<file path="config.mk">
export PLATFORM = sky130hd
export DESIGN_NAME = alu_share_arb
export DESIGN_NICKNAME = d
export VERILOG_FILES = /design/src/rtl/alu_pkg.sv /design/src/rtl/alu_32bit.sv /design/src/rtl/alu_share_arb.sv
export SDC_FILE = /design/constraint.sdc
export NUM_CORES = 1
export LEC_CHECK = 0
export BUFFER_PORTS_ARGS = -buffer_cell sky130_fd_sc_hd__buf_4
export CORE_ASPECT_RATIO = 0.9
export CORE_UTILIZATION = 40
export CTS_CLUSTER_SIZE = 12
export DETAILED_ROUTE_END_ITERATION = 10
export PLACE_DENSITY_LB_ADDON = 0.12
export SETUP_SLACK_MARGIN = 0.3
export SLEW_MARGIN = 25
export SYNTH_ARGS = -nofsm -noshare
export SYNTH_HDL_FRONTEND = slang
export SYNTH_SLANG_ARGS = --single-unit
export TNS_END_PERCENT = 10
</file>
<file path="constraint.sdc">
create_clock -name clk_i -period 4.74 [get_ports clk_i]
set_clock_uncertainty 0.1 [all_clocks]
set_input_delay 0.237 -clock clk_i [delete_from_list [all_inputs] [get_ports clk_i]]
set_output_delay 0.237 -clock clk_i [all_outputs]
set_load 0.05 [all_outputs]
</file>
<file path="src/rtl/alu_pkg.sv">
// -----------------------------------------------------------------------------
// alu_pkg
// Shared definitions for the shared-ALU arbiter slice: operand width, the
// 4-bit ALU operation encoding, the arbiter state encoding and a legality
// helper used by the ALU.
// Ports: none (package).
// -----------------------------------------------------------------------------
package alu_pkg;

    localparam int XLEN = 32;

    localparam logic [3:0] ALU_AND = 4'd0;
    localparam logic [3:0] ALU_OR  = 4'd1;
    localparam logic [3:0] ALU_ADD = 4'd2;
    localparam logic [3:0] ALU_XOR = 4'd3;
    localparam logic [3:0] ALU_SLL = 4'd4;
    localparam logic [3:0] ALU_SRL = 4'd5;
    localparam logic [3:0] ALU_SUB = 4'd6;
    localparam logic [3:0] ALU_SRA = 4'd7;

    typedef enum logic {
        ST_IDLE = 1'b0,
        ST_RESP = 1'b1
    } state_t;

    // Codes 8..15 have no operation assigned.
    function automatic logic alu_op_legal(input logic [3:0] op);
        return (op[3] == 1'b0);
    endfunction

endpackage

</file>
<file path="src/rtl/alu_32bit.sv">
// -----------------------------------------------------------------------------
// alu_32bit
// Purely combinational 32-bit ALU. Illegal operation codes produce a zero
// result and raise o_err.
// Ports:
//   i_op  [3:0]      operation select (alu_pkg encoding)
//   i_a   [XLEN-1:0] operand 1
//   i_b   [XLEN-1:0] operand 2 (shifts use bits [4:0] only)
//   o_y   [XLEN-1:0] result
//   o_err            illegal operation flag
// -----------------------------------------------------------------------------
module alu_32bit
    import alu_pkg::*;
(
    input  logic [3:0]      i_op,
    input  logic [XLEN-1:0] i_a,
    input  logic [XLEN-1:0] i_b,
    output logic [XLEN-1:0] o_y,
    output logic            o_err
);

    logic        [4:0]      w_shamt;
    logic signed [XLEN-1:0] w_a_s;

    assign w_shamt = i_b[4:0];
    assign w_a_s   = $signed(i_a);

    always_comb begin
        o_y   = '0;
        o_err = 1'b0;
        if (!alu_op_legal(i_op)) begin
            o_err = 1'b1;
        end else begin
            case (i_op)
                ALU_AND: o_y = i_a & i_b;
                ALU_OR:  o_y = i_a | i_b;
                ALU_ADD: o_y = i_a + i_b;
                ALU_XOR: o_y = i_a ^ i_b;
                ALU_SLL: o_y = i_a << w_shamt;
                ALU_SRL: o_y = i_a >> w_shamt;
                ALU_SUB: o_y = i_a - i_b;
                ALU_SRA: o_y = w_a_s >>> w_shamt;
                default: o_y = '0;
            endcase
        end
    end

endmodule

</file>
<file path="src/rtl/alu_share_arb.sv">
// -----------------------------------------------------------------------------
// alu_share_arb
// Round-robin arbiter/sequencer that shares one alu_32bit between two
// requesters. At most one result is held at a time; it is returned on the
// owning port's response channel and a new request can be accepted in the same
// cycle the held result is consumed, giving one op per cycle.
// Ports:
//   clk_i, rst_n_i          clock, asynchronous active-low reset
//   req_valid_i/ready_o     per-port request handshake [NREQ]
//   req_op_i                per-port op select, port k at [4k+3:4k]
//   req_a_i, req_b_i        per-port operands, port k at [XLEN*k +: XLEN]
//   rsp_valid_o/ready_i     per-port response handshake [NREQ], one-hot
//   rsp_data_o              registered result shared by both ports
//   rsp_err_o               held result came from an illegal op
// Only NREQ=2 and XLEN=32 are supported.
// -----------------------------------------------------------------------------
module alu_share_arb #(
    parameter int NREQ = 2,
    parameter int XLEN = 32
) (
    input  logic                 clk_i,
    input  logic                 rst_n_i,
    input  logic [NREQ-1:0]      req_valid_i,
    output logic [NREQ-1:0]      req_ready_o,
    input  logic [NREQ*4-1:0]    req_op_i,
    input  logic [NREQ*XLEN-1:0] req_a_i,
    input  logic [NREQ*XLEN-1:0] req_b_i,
    output logic [NREQ-1:0]      rsp_valid_o,
    input  logic [NREQ-1:0]      rsp_ready_i,
    output logic [XLEN-1:0]      rsp_data_o,
    output logic                 rsp_err_o
);

    import alu_pkg::*;

    state_t          r_state;
    logic            r_prio;
    logic            r_owner;
    logic [XLEN-1:0] r_data;
    logic            r_err;

    logic [NREQ-1:0] w_grant;
    logic            w_rsp_hs;
    logic            w_slot_free;
    logic            w_accept;
    logic            w_sel;
    logic [3:0]      w_op;
    logic [XLEN-1:0] w_a;
    logic [XLEN-1:0] w_b;
    logic [XLEN-1:0] w_y;
    logic            w_alu_err;

    // A lone requester always wins; under contention the pointer decides.
    always_comb begin
        w_grant = req_valid_i;
        if (&req_valid_i) begin
            w_grant = r_prio ? 2'b10 : 2'b01;
        end
    end

    assign w_rsp_hs    = (r_state == ST_RESP) && rsp_ready_i[r_owner];
    // The result register can take a new value if empty or drained this cycle;
    // this keeps rsp_ready_i -> req_ready_o combinational.
    assign w_slot_free = (r_state == ST_IDLE) || w_rsp_hs;
    assign req_ready_o = w_grant & {NREQ{w_slot_free}};
    assign w_accept    = |(req_valid_i & req_ready_o);
    assign w_sel       = w_grant[1];

    assign w_op = w_sel ? req_op_i[7:4]           : req_op_i[3:0];
    assign w_a  = w_sel ? req_a_i[2*XLEN-1:XLEN]  : req_a_i[XLEN-1:0];
    assign w_b  = w_sel ? req_b_i[2*XLEN-1:XLEN]  : req_b_i[XLEN-1:0];

    alu_32bit u_alu (
        .i_op  (w_op),
        .i_a   (w_a),
        .i_b   (w_b),
        .o_y   (w_y),
        .o_err (w_alu_err)
    );

    always_ff @(posedge clk_i or negedge rst_n_i) begin
        if (!rst_n_i) begin
            r_state <= ST_IDLE;
            r_prio  <= 1'b0;
            r_owner <= 1'b0;
            r_data  <= '0;
            r_err   <= 1'b0;
        end else if (w_accept) begin
            r_data  <= w_y;
            r_err   <= w_alu_err;
            r_owner <= w_sel;
            r_prio  <= ~w_sel;
            r_state <= ST_RESP;
        end else if (w_rsp_hs) begin
            r_state <= ST_IDLE;
        end
    end

    assign rsp_valid_o = (r_state == ST_RESP) ? (r_owner ? 2'b10 : 2'b01) : 2'b00;
    assign rsp_data_o  = r_data;
    assign rsp_err_o   = r_err;

endmodule

</file>
# ---- Yosys cells after proc, flatten, opt, wreduce, memory -nomap -nowiden
# Index checks and enable logic that the tools add are counted.
dict set report totals {
  output_inout_bits 37
  ff_bits 36
  word_cells 45
  input_bits 142
}
dict set report op_classes {
  eq_ne 7
  n_reduce_logical 6
  addsub 2
  muxes 14
  n_bitwise 7
  n_shift 3
  order_cmp 1
}
# op count
set op_table {}
lappend op_table {{32-bit one-hot mux with 8 select lines} 1}
lappend op_table {{32-bit 2-to-1 mux} 3}
lappend op_table {{32-bit adder} 1}
lappend op_table {{32-bit AND} 1}
lappend op_table {{32-bit bitwise OR} 1}
lappend op_table {{32-bit by 5-bit << shifter with 32-bit output} 1}
lappend op_table {{32-bit by 5-bit >> shifter with 32-bit output} 1}
lappend op_table {{32-bit by 5-bit >>> shifter with 32-bit output} 1}
lappend op_table {{32-bit subtractor} 1}
lappend op_table {{32-bit bitwise XOR} 1}
lappend op_table {{4-bit by 3-bit equality test with 1-bit output, second input constant} 4}
lappend op_table {{4-bit by 2-bit equality test with 1-bit output, second input constant} 2}
lappend op_table {{2-bit 2-to-1 mux} 4}
lappend op_table {{1-bit 2-to-1 mux} 5}
lappend op_table {{2-bit AND} 2}
lappend op_table {{4-bit by 1-bit equality test with 1-bit output, second input constant} 1}
lappend op_table {{4-bit logical NOT} 1}
lappend op_table {{4-bit 2-to-1 mux} 1}
lappend op_table {{1-bit by 2-bit less-than comparator with 1-bit output, second input constant} 1}
lappend op_table {{1-bit inverter} 2}
lappend op_table {{2-bit AND reduction} 1}
lappend op_table {{2-bit nonzero test} 1}
lappend op_table {{2-bit OR reduction} 1}
lappend op_table {{1-bit logical AND} 1}
lappend op_table {{1-bit logical OR} 1}

# ---- Longest topological paths before layout
# Gate-level depths: netlist of the first run.
dict set report depth {
  depth_word 8
  mapped_depth 21
  ltp_nobuf 19
}

# ---- By module
# A second synthesis of the first run with hierarchy kept.
dict set report hier_totals {
  hier_cells 1313
  hier_area_um2 10317.4
}
# mod cells_each n_inst seq_area_each_um2 area_each_um2
set by_module_without_submodules {}
lappend by_module_without_submodules {alu_32bit 1149 1 0.0 7981.4}
lappend by_module_without_submodules {alu_share_arb 164 1 900.9 2336.0}

# ---- Worst setup path after synthesis of the first run
# No wires, ideal clock.
dict set report synth_path {
  kind {register to register}
  startpoint {register r_prio}
  endpoint {register r_data[16], in the netlist rsp_data_o[16]}
  t_required_ps 4499
  arrival_ps 4301
  path_buffers 6
  slack_ps 198
  setup_time_ps 141
  period_less_slack_ps 4542
  stages_incl_launch_ff 21
  cell_sequence {dfrtp_1 > nand2b_4 > nand2_4 > buf_6 > buf_4 > buf_2 > buf_2 > buf_2 > buf_2 > mux2i_1 > inv_1 > ha_1 > a21o_1 > a211o_1 > o21ai_0 > a211o_1 > and3b_1 > o21ai_0 > xor2_1 > a221oi_1 > a41oi_1}
}
dict set report synth_via {
  elab_chain_cells 6
  word_cells_on_any_way 26
  cone_classes {add/sub: 2; eq/ne: 7; shift: 3; mux: 7; bitwise: 5; reduce/logical: 2}
}
# item line_no
set synth_rtl {}
lappend synth_rtl {{start: declaration} alu_share_arb.sv:37} ;# logic r_prio;
lappend synth_rtl {{start signal: assignment} alu_share_arb.sv:92} ;# r_prio <= ~w_sel;
lappend synth_rtl {{2-bit 2-to-1 mux *} alu_share_arb.sv:57} ;# w_grant = r_prio ? 2'b10 : 2'b01;
lappend synth_rtl {{2-bit 2-to-1 mux *} alu_share_arb.sv:56} ;# if (&req_valid_i) begin
lappend synth_rtl {{32-bit 2-to-1 mux (tied with other cells)} alu_share_arb.sv:70} ;# assign w_a = w_sel ? req_a_i[2*XLEN-1:XLEN] : req_a_i[XLEN-1:0];
lappend synth_rtl {{32-bit subtractor (tied with other cells)} alu_32bit.sv:41} ;# ALU_SUB: o_y = i_a - i_b;
lappend synth_rtl {{32-bit one-hot mux with 8 select lines} alu_32bit.sv:34} ;# case (i_op)
lappend synth_rtl {{32-bit 2-to-1 mux} alu_32bit.sv:31} ;# if (!alu_op_legal(i_op)) begin
lappend synth_rtl {{end signal: assignment} alu_share_arb.sv:89} ;# r_data <= w_y;
lappend synth_rtl {{end: declaration} alu_share_arb.sv:39} ;# logic [XLEN-1:0] r_data;
# Mark *: on every way between the ends. The rest lies on a longest branch, timed or not.
# A chain may end at the register's enable or synchronous reset.

# ---- Worst setup path after layout of the first run
dict set report layout_path {
  startpoint {register r_prio}
  endpoint {register r_data[24], in the netlist rsp_data_o[24]}
}
# The elaborated chain is that of the path after synthesis.

==> results.rst, run 1 <==
.. list-table::
   :header-rows: 1

   * - Metric
     - Value
   * - Number of nets in the layout
     - 2057
   * - Crit. End Element
     - register
   * - Internal Dissipation
     - 0.00232 W
   * - Final HPWL from detailed placement
     - 48300 um
   * - Number of synthesized register bits
     - 36
   * - Data required time at the worst endpoint
     - 4810 ps
   * - Deepest level of the CTS H-tree
     - 2
   * - Number of antenna violations at the first check in global routing
     - 2
   * - Cell Chain, Critical Path
     - nand2b_4 -> buf_12 -> nand2_8 -> buf_4 -> mux2i_1 -> inv_1 -> ha_1 -> nand2_1 -> a21oi_1 -> o21ai_2 -> a211o_1 -> buf_4 -> a21oi_2 -> nand4_1 -> and4_1 -> o32a_1
   * - Combinational share of power
     - 83.4%
   * - Post-route core utilization
     - 50.2%
   * - Final-layout fill cell count
     - 2944
   * - Area taken by multi-input logic gates
     - 10500 um2
   * - Total via count after detailed routing
     - 14800
   * - Count of yosys warnings during synthesis
     - 0
   * - EDFF count, synth
     - 0
   * - Register cell area after layout
     - 901 um2
   * - Delay of the slowest cell on the worst path
     - 620 ps
   * - Initial core utilization
     - 41.1%
   * - Max_cap viols
     - 0
   * - Relative area change from synthesis to final layout
     - 22.2%
   * - Number of top-level design ports
     - 179
   * - Sw Pwr
     - 0.00325 W
   * - Core ar.
     - 29200 um2
   * - First DRT Iteration DRCs
     - 2215
   * - Drt wl/cell
     - 27.5 um
   * - Clock share of power
     - 7.0%
   * - CP most frequent cell
     - buf_4
   * - Die X-Extent
     - 184 um
   * - Worst slew margin relative to its limit
     - 22.5%
   * - Crit Path Max Fanout
     - 28
   * - Avg Inst Size Synth
     - 7.25 um2
   * - Largest net degree at the start of global routing
     - 70
   * - Global routing usage summed across all routing layers
     - 38.8%
   * - Number of max-slew violations in the final report
     - 0
   * - Share of async-settable or async-resettable flops after synthesis
     - 100%
   * - Dominant register cell in the synthesized netlist
     - dfrtp_1
   * - Number of buffers created by CTS
     - 5
   * - Critical path's slowest cell
     - mux2i_1
   * - Global-route wire length before repair
     - 89100 um
   * - Number of non-filler instances in the completed layout
     - 2216
   * - Synthesized instance count
     - 1652
   * - Part of the cycle the worst path needs
     - 92.5%
   * - Floorplan die height
     - 166 um
   * - Final Hold Fails
     - 0
   * - Vias in the first global route
     - 13500
   * - CTS Sinks
     - 36
   * - GRT Residual Overflow
     - 0
   * - Top cells by area in the synthesized netlist
     - mux2i_1 13%, ha_1 10%, dfrtp_1 7.5%
   * - Proportion of layout cells with a drive suffix above 1
     - 24.1%
   * - VDD IR max
     - 0.256 mV
   * - Die area
     - 30600 um2
   * - Final count of negative-setup-slack endpoints
     - 0
   * - Number of iterations in the first detailed-routing pass
     - 6
   * - Arrival time of data at the critical path endpoint
     - 4450 ps
   * - Hold crit path type
     - in -> reg
   * - Total nets after synthesis
     - 1891
   * - Element type at the critical path start
     - register
   * - Final TNS setup
     - 0 ps
   * - Clock root buffer
     - clkbuf_16
   * - Number of cells after detailed placement
     - 2185
   * - Mapped cell area
     - 12000 um2
   * - Standard-cell rows
     - 59
   * - Worst-Margin Slew
     - 1150 ps
   * - Kind of critical path
     - reg -> reg
   * - Clock tree from TritonCTS
     - done
   * - RSZ-0062 raised after global routing
     - yes
   * - Final Wtd Congestion
     - 1.04
   * - Status
     - complete, no violations
   * - Share of Yosys cell area claimed by the top area cell type
     - 12.9%
   * - Post-synthesis cell type with the largest combined area
     - mux2i_1
   * - Fmax
     - 228 MHz
   * - Antenna viol nets, final
     - 0
   * - Worst-case clock buffer depth
     - 2
   * - Share of synthesized area occupied by flip-flops and latches
     - 7.53%
   * - Clock input transition at the sequential cells of the worst setup and hold paths
     - 70 ps
   * - Distinct cell type count of the synthesized netlist
     - 93
   * - Net switching share of the total power
     - 58.3%
   * - Standby leakage power
     - 6.58 nW
   * - Clock period minus final worst setup slack
     - 4390 ps
   * - Buffers added on ports
     - 178
   * - DRC violation count after routing
     - 0
   * - Ratio of total power to cell area
     - 381 nW/um2
   * - Mean number of vias per cell
     - 6.66
   * - Relative contribution of sequential cells to total power
     - 9.6%
   * - Final wirelength
     - 60800 um
   * - Clock latency at the later pin of the worst-skew pair
     - 290 ps
[worst max-delay path: cells and delay by family, from the launching register on]
kind / cells / cell delay, ps
AO/OA/AOI/OAI: 5 / 1120
buffers and inverters: 4 / 870
AND/OR/NAND/NOR: 5 / 730
multiplexers: 1 / 620
flip-flops: 1 / 410
adder cells (fa/ha/maj): 1 / 380
[final timing paths]
path	from	end	slack [ps]	cells after the start
hold reg to reg	rsp_err_o	rsp_err_o	410	2
setup reg to reg	r_prio	rsp_data_o[24]	350	16
hold / removal	req_valid_i[0]	r_prio	220	3
min in group asynchronous	rst_n_i	rsp_data_o[29]	370	2
max in group asynchronous	rst_n_i	rsp_data_o[24]	3810	2
setup / recovery	r_prio	rsp_data_o[24]	350	16
[placed cells by master, fill, tap and decap left out, types with 6 or more instances in the layout]
master    count
dfrtp_1      36
mux2i_4       6
nor2_1       86
nand3_1      56
a21boi_0     10
nand4_1      13
ha_1         93
a21oi_1     142
a221o_1      10
xnor2_1      42
and2_1       16
xor2_1       11
mux2i_2       7
buf_4       275
nor2b_1      22
a211o_1       7
o21ai_1      25
o21ai_2       9
mux2i_1     147
and3_1       15
o31ai_1      12
mux2_2       30
inv_1        71
a21oi_2      10
o22ai_1      10
a221oi_1     33
o211ai_1     30
a32oi_1       6
a211oi_1     43
a21o_1       29
nor3_1       34
o21ai_0     110
nand2_1     145
mux4_2       10
nand2b_1      6
a31oi_1      27
[per-stage QoR]
stage	cell area, um2	hold slack [ps]	total power, W	worst slack (ps)
final	14600	225	0.00557	354
after CTS	14200	219	0.00523	260
after detailed placement	13900	138	0.00480	149
after global placement	13900	143	0.00479	218
after global routing	14600	247	0.00583	186
after floorplan	12000	-159	0.00331	343
[logic make-up (layout without fill, tap and decap cells)]
family                     after synthesis  count (layout)  share of synthesized area [%]
xor gates and xnor gates                55              55                           4.02
buffers and inverters                  205             372                           7.64
muxes                                  201             201                           18.5
other                                    0               1                              0
adders and majority gates               97              97                           10.2
and+or+nand+nor                        453             453                           18.6
DFF                                     36              36                           7.53
AOI/OAI and AO/OA                      605             605                           33.5
[synth_stat cells (36+ instances only)]
library cell,instances
nor3_1,37
ha_1,96
xnor2_1,43
nand2_1,147
dfrtp_1,36
mux2i_1,154
a21oi_1,154
nor2_1,91
nand3_1,56
clkbuf_1,52
a211oi_1,46
buf_2,51
inv_1,71
o21ai_0,125
[metal layers]
metal	global-route usage, %	share of wire [%]	routed length, um
met1	57.4	43	26300
met3	6.49	11	6710
met5	0	0.021	13
met2	53.4	40	24400
met4	18.8	5.6	3420
[repair_timing]
item,CTS,global route
hold buffers,1,0
gates resized for setup,4,91
buffers inserted,5,16
setup endpoints to repair,10,22
gates cloned,0,0
pin swaps,2,23
endpoints found under the hold margin,36,0
[state kept, by name (all words and copies together) (netlist names)]
| signal | flops |
|---|---|
| rsp_err_o | 1 |
| r_owner | 1 |
| r_prio | 1 |
| r_state | 1 |
| rsp_data_o | 32 |
[layout make-up]
type	count	area share, %
multi-input combinational	1411	71.9
timing repair buffer	287	15.4
sequential	36	6.16
antenna	1	0.0171
clock inverter	3	0.291
tap	396	3.39
inverter	77	1.99
clock buffer	5	0.855
[power groups by stage]
stage	Clock (W)	Combinational, W	Sequential, W
2_1_floorplan	0	0.00244	0.000874
3_5_place_dp	0	0.00427	0.000536
5_1_grt	0.000401	0.00489	0.000544
3_3_place_gp	0	0.00425	0.000536
4_1_cts	0.000392	0.00431	0.000531
6_report	0.000391	0.00464	0.000536
Note: power is estimated with default switching activity, not from simulation.
==> inputs of run 2 (changes only) <==
Settings changed: ABC_AREA set to 1.
==> results.rst, run 2 <==
.. list-table::
   :header-rows: 1

   * - Metric
     - Value
   * - Count of yosys warnings during synthesis
     - 0
   * - Clock period minus final worst setup slack
     - 4280 ps
   * - Standby leakage power
     - 7.30 nW
   * - Number of synthesized register bits
     - 36
   * - Die X-Extent
     - 173 um
   * - GRT Residual Overflow
     - 0
   * - CP most frequent cell
     - nand2_1
   * - Largest net degree at the start of global routing
     - 70
   * - Finished layout cell area
     - 12800 um2
   * - Post-synthesis cell type with the largest combined area
     - nand2_1
   * - Max reg flops
     - 32
   * - Share of synthesized area occupied by flip-flops and latches
     - 8.57%
   * - Core ar.
     - 25500 um2
   * - Global-route wire length before repair
     - 80600 um
   * - Drt wl/cell
     - 21.9 um
   * - Final Hold Fails
     - 0
   * - Delay of the slowest cell on the worst path
     - 390 ps
   * - Ratio of total power to cell area
     - 453 nW/um2
   * - Standard-cell rows
     - 55
   * - Most Crowded Layer GR
     - met2
   * - Final wirelength
     - 55400 um
   * - Share of the synthesized area in compound gates (AO/OA/AOI/OAI)
     - 11.2%
   * - Cell family contributing the most delay on the critical path
     - simple AND/OR/NAND/NOR gates
   * - Final Wtd Congestion
     - 1.03
   * - Deepest level of the CTS H-tree
     - 2
   * - First DRT Iteration DRCs
     - 2015
   * - Worst-case clock buffer depth
     - 2
   * - Crit. End Element
     - register
   * - Part of the cycle the worst path needs
     - 90.4%
   * - Data required time at the worst endpoint
     - 4820 ps
   * - Status
     - complete, no violations
   * - Share of async-settable or async-resettable flops after synthesis
     - 100%
   * - Commonest cells after routing, fill and taps aside
     - 822 x nand2_1, 337 x nand3_1, 236 x buf_4, 188 x inv_1, 103 x nor2_1
   * - Xor and xnor fraction of the mapped netlist area
     - 2.92%
   * - RSZ-0062 raised after global routing
     - yes
   * - Dominant combinational cell family by area after synthesis
     - simple AND/OR/NAND/NOR gates
   * - Die area
     - 26900 um2
   * - Number of buffers created by CTS
     - 5
   * - Number of nets in the layout
     - 2420
   * - EDFF count, synth
     - 0
   * - Synthesized instance count
     - 2019
   * - Top cells by area in the synthesized netlist
     - nand2_1 30%, nand3_1 16%, ha_1 11%
   * - Met1 Use GR
     - 56.4%
   * - Number of iterations in the first detailed-routing pass
     - 6
   * - Avg Inst Size Synth
     - 5.21 um2
   * - Register-to-Register Path Depth
     - 27
   * - Critical path's slowest cell
     - ha_1
   * - Share of Yosys cell area claimed by the top area cell type
     - 29.6%
   * - Total via count after detailed routing
     - 14600
   * - Clock latency at the later pin of the worst-skew pair
     - 290 ps
   * - Min-Delay Startpoint
     - rsp_ready_i[1]
   * - Buffers added on ports
     - 178
   * - Dominant register cell in the synthesized netlist
     - dfrtp_1
   * - Max_cap viols
     - 0
   * - Distinct cell type count of the synthesized netlist
     - 44
   * - Mean number of vias per cell
     - 5.77
   * - Fraction of synthesized area in multiplexers
     - 0%
   * - Hold crit path type
     - in -> reg
   * - Endpoint of the lowest-slack register-to-register path
     - rsp_data_o[19]
   * - Mapped cell area
     - 10500 um2
   * - Fmax
     - 233 MHz
   * - Commonest non-fill, non-tap cell in the layout
     - nand2_1
   * - Number of top-level design ports
     - 179
   * - Commonest cells in the netlist
     - 830 x nand2_1, 338 x nand3_1, 190 x inv_1
   * - Worst-Margin Slew
     - 975 ps
   * - Crit path buffers/inverters
     - 4
   * - Final HPWL from detailed placement
     - 43400 um
   * - Worst slew margin relative to its limit
     - 34.6%
   * - Floorplan die height
     - 156 um
   * - Cell depth of the worst setup path
     - 27
   * - Met2 usage in global routing
     - 57.1%
   * - Clock tree from TritonCTS
     - done
   * - Number of max-slew violations in the final report
     - 0
   * - Final count of negative-setup-slack endpoints
     - 0
   * - VDD IR max
     - 0.453 mV
   * - Final-layout fill cell count
     - 2868
   * - Initial core utilization
     - 41.3%
   * - Launching point of the worst reg2reg path
     - r_prio
   * - Proportion of layout cells with a drive suffix above 1
     - 14.6%
   * - Worst hold path cell count
     - 4
   * - Area taken by multi-input logic gates
     - 8640 um2
   * - Clock input transition at the sequential cells of the worst setup and hold paths
     - 60 ps
   * - Post-synthesis simple-gate area fraction
     - 54.7%
   * - Relative area change from synthesis to final layout
     - 22.0%
   * - Total nets after synthesis
     - 2258
   * - Crit Path Max Fanout
     - 22
   * - Final TNS setup
     - 0 ps
   * - Kind of critical path
     - reg -> reg
   * - Element type at the critical path start
     - register
   * - Vias in the first global route
     - 12800
   * - Clock root buffer
     - clkbuf_16
   * - CTS Sinks
     - 36
   * - Most common cell in the netlist
     - nand2_1
   * - Hold path endpoint
     - r_state
   * - Setup slack, reg-to-reg
     - 460 ps
   * - DRC violation count after routing
     - 0
   * - Synth Area in Adders
     - 11.6%
   * - Arrival time of data at the critical path endpoint
     - 4370 ps
   * - Number of antenna violations at the first check in global routing
     - 0
   * - Register cell area after layout
     - 901 um2
   * - Global routing usage summed across all routing layers
     - 39.5%
   * - Instance area at placement
     - 12300 um2
   * - Antenna viol nets, final
     - 0
   * - GR met3 Demand/Resource
     - 7.94%
==> run 2: cell count changes in the layout (fill, tap and decap cells not counted), sizes merged, moves of 32 or more <==
cell / delta
buf: -45
a211oi: -39
xnor2: -41
nand3: +283
a221oi: -32
mux2i: -160
inv: +117
nand2: +690
o21ai: -54
a21oi: -77
==> run 2: worst max-delay path by stage <==
stage / startpoint / slack (ps) / to
finish: r_prio / 460 / rsp_data_o[19]
global route: r_prio / 230 / rsp_data_o[26]
CTS: r_prio / 230 / rsp_data_o[26]
detailed placement: r_prio / 100 / rsp_data_o[26]
global placement: r_prio / 10 / rsp_data_o[19]
floorplan: r_prio / 1170 / rsp_data_o[30]
==> run 2: cell families after synthesis <==
group | Yosys count
AND/OR/NAND/NOR | 1355
buffers and inverters | 286
AO/OA/AOI/OAI | 210
adder cells (fa/ha/maj) | 97
flip-flops | 36
XOR/XNOR | 35
==> run 2: report_power, final <==
part	total, W	internal [W]	switching, W
sequential	0.000542	0.000429	0.000113
clock	0.000411	0.000251	0.000161
combinational	0.00486	0.00146	0.00339
==> run 2: timing repair <==
item / CTS / global route
gates resized for setup: 3 / 46
hold buffers: 1 / 0
endpoints found under the setup margin: 9 / 23
hold endpoints to repair: 36 / 0
cloned: 1 / 4
pin swaps: 0 / 13
buffers inserted: 0 / 14
==> run 2: metal layers <==
metal  wire length (um)  vias to the layer above
met2              22200                      861
met4               2400                        0
met5                  0                        -
li1                   -                     6855
met3               6480                       98
met1              24300                     6752
==> run 2: cell type report <==
| class | count | area share [%] |
|---|---|---|
| clock inverter | 3 | 0.361 |
| timing repair buffer | 245 | 15.2 |
| antenna | 1 | 0.0195 |
| tap | 342 | 3.34 |
| multi-input combinational | 1699 | 67.4 |
| sequential | 36 | 7.02 |
| clock buffer | 5 | 0.976 |
| inverter | 194 | 5.68 |
==> run 2: metrics by stage <==
| step | worst slack (ps) | instances | power, W | hold WS (ps) | utilization, % |
|---|---|---|---|---|---|
| 2_1_floorplan | 1170 | 2019 | 0.00350 | -159 | - |
| 3_3_place_gp | 12.4 | 2496 | 0.00503 | 143 | 48.1 |
| 3_5_place_dp | 95.7 | 2496 | 0.00503 | 138 | 48.1 |
| 4_1_cts | 234 | 2506 | 0.00549 | 219 | 49.0 |
| 5_1_grt | 227 | 2524 | 0.00619 | 305 | 50.4 |
| 6_report | 456 | 2525 | 0.00581 | 241 | 50.4 |
==> run 2: worst min-delay path, cell delays in order <==
cell     delay, ps
buf_4          110
nor2_1          90
nor2_1          90
nand2_1         70
==> inputs of run 3 (changes only) <==
Settings changed: SLEW_MARGIN 25 to 0.
Clock period 4.74 ns to 5 ns, I/O delays scaled along.
==> results.rst, run 3 (same netlist as run 2, synthesis figures left out) <==
.. list-table::
   :header-rows: 1

   * - Metric
     - Value
   * - Crit. End Element
     - register
   * - Final HPWL from detailed placement
     - 43500 um
   * - Number of max-slew violations in the final report
     - 0
   * - Worst slew margin relative to its limit
     - 20.4%
   * - Worst-Margin Slew
     - 1190 ps
   * - Core ar.
     - 25500 um2
   * - VDD IR max
     - 0.433 mV
   * - Clock tree from TritonCTS
     - done
   * - Floorplan die height
     - 156 um
   * - Clock latency at the later pin of the worst-skew pair
     - 300 ps
   * - Source of the critical timing path
     - r_prio
   * - GRT Residual Overflow
     - 0
   * - Max_cap viols
     - 0
   * - Post-placement setup slack
     - 181 ps
   * - First DRT Iteration DRCs
     - 1531
   * - Part of the cycle the worst path needs
     - 92.4%
   * - Final TNS setup
     - 0 ps
   * - Fmax
     - 216 MHz
   * - Finished layout cell area
     - 12500 um2
   * - Drt wl/cell
     - 21.7 um
   * - Kind of critical path
     - reg -> reg
   * - Standard-cell rows
     - 55
   * - Final wirelength
     - 54200 um
   * - CTS Sinks
     - 36
   * - Relative area change from synthesis to final layout
     - 18.9%
   * - Worst-case clock buffer depth
     - 2
   * - Final Hold Fails
     - 0
   * - Arrival time of data at the critical path endpoint
     - 4700 ps
   * - Number of nets in the layout
     - 2397
   * - Antenna viol nets, final
     - 0
   * - Largest net degree at the start of global routing
     - 70
   * - Die X-Extent
     - 173 um
   * - Die area
     - 26900 um2
   * - Diodes inserted
     - 0
   * - Element type at the critical path start
     - register
   * - Register-to-Register Path Depth
     - 20
   * - Endpoint of the lowest-slack register-to-register path
     - rsp_data_o[9]
   * - Worst hold path cell count
     - 4
   * - Commonest cells after routing, fill and taps aside
     - 825 x nand2_1, 337 x nand3_1, 221 x buf_4, 190 x inv_1, 104 x nor2_1
   * - Post-route core utilization
     - 49.1%
   * - Setup slack, reg-to-reg
     - 380 ps
   * - Buffers added on ports
     - 178
   * - Ratio of total power to cell area
     - 427 nW/um2
   * - Vias in the first global route
     - 13000
   * - Final Wtd Congestion
     - 1.01
   * - Data required time at the worst endpoint
     - 5080 ps
   * - Clock root buffer
     - clkbuf_16
   * - Total via count after detailed routing
     - 14300
   * - Final worst slack
     - 380 ps
   * - Standby leakage power
     - 7.12 nW
   * - Hold crit path type
     - in -> reg
   * - End point of the critical path
     - rsp_data_o[9]
   * - Proportion of layout cells with a drive suffix above 1
     - 13.2%
   * - Initial core utilization
     - 41.3%
   * - Number of antenna violations at the first check in global routing
     - 1
   * - Number of buffers created by CTS
     - 5
   * - Deepest level of the CTS H-tree
     - 2
   * - Min-Delay Startpoint
     - rsp_ready_i[1]
   * - Clock period minus final worst setup slack
     - 4620 ps
   * - Instance area at placement
     - 12200 um2
   * - Crit Path Max Fanout
     - 44
   * - Mean number of vias per cell
     - 5.70
   * - Number of top-level design ports
     - 179
   * - Global routing usage summed across all routing layers
     - 39.2%
   * - Number of iterations in the first detailed-routing pass
     - 7
   * - Status
     - complete, no violations
   * - Clock input transition at the sequential cells of the worst setup and hold paths
     - 60 ps
   * - Global-route wire length before repair
     - 80000 um
   * - Final count of negative-setup-slack endpoints
     - 0
   * - DRC violation count after routing
     - 0
   * - Post CTS Setup Buffer Count
     - 0
   * - Launching point of the worst reg2reg path
     - r_prio
   * - Commonest non-fill, non-tap cell in the layout
     - nand2_1
   * - Max reg flops
     - 32
   * - RSZ-0062 raised after global routing
     - yes
==> run 3: cell count changes in the layout (fill, tap and decap cells not counted), moves of 3 or more <==
cell	change
a21oi_2	-3
nand2_1	+3
o21ai_1	-4
buf_4	-15
o21ai_0	+5
==> run 3: where the power goes <==
| part | leakage, nW | internal (W) | switching [W] | total, W |
|---|---|---|---|---|
| clock network | 0.0691 | 0.000199 | 0.000150 | 0.000349 |
| logic | 6.58 | 0.00130 | 0.00317 | 0.00448 |
| registers | 0.462 | 0.000407 | 0.000107 | 0.000514 |
| total | 7.12 | 0.00191 | 0.00343 | 0.00534 |
==> run 3: what timing repair did <==
item                                   4_1_cts  5_1_grt
resized for setup                            3       25
setup endpoints to repair                    2       20
endpoints found under the hold margin       36        0
hold buffers                                 1        0
pin swaps                                    0        2
==> run 3: layout make-up <==
class	count	area [um2]
sequential	36	901
tap	342	428
clock buffer	6	139
inverter	194	728
timing repair buffer	224	1700
multi-input combinational	1697	8590
clock inverter	2	15.0
fill	2847	13000
==> run 3: worst min-delay path by stage <==
stage	endpoint	slack (ps)
after floorplan	r_owner	-150
after detailed placement	rsp_data_o[26]	150
final	r_state	240
after global routing	r_owner	290
after CTS	r_state	240
after global placement	rsp_data_o[0]	150
==> run 3: metrics by stage <==
| stage | instances | total power [W] | hold WS [ps] |
|---|---|---|---|
| finish | 2501 | 0.00534 | 238 |
| CTS | 2501 | 0.00516 | 239 |
| global placement | 2492 | 0.00478 | 148 |
| floorplan | 2019 | 0.00332 | -146 |
| global route | 2501 | 0.00571 | 287 |
| detailed placement | 2492 | 0.00478 | 153 |
==> run 3: worst max-delay path, stage by stage, from the launching register on <==
cell and delay [ps]:
dfrtp_1 380, inv_2 110, nand2_4 80, buf_4 280
nand3_1 160, nand2_2 90, nor2_2 210, buf_6 340
nand2_1 160, o21ai_0 250, xor2_1 180, ha_1 300
a21oi_1 310, o21ai_0 230, inv_1 90, nand2_1 70
or2_2 270, a21oi_1 370, nand2_1 260, nand2_1 120
nand2_1 80
==> run 3: per-layer routing <==
layer | routed length [um] | track usage [%] | vias to the layer above
li1 | - | - | 6802
met1 | 23500 | 54.0 | 6492
met2 | 21100 | 55.9 | 854
met3 | 6920 | 11.3 | 110
met4 | 2690 | 18.1 | 0
met5 | 0 | 0 | -
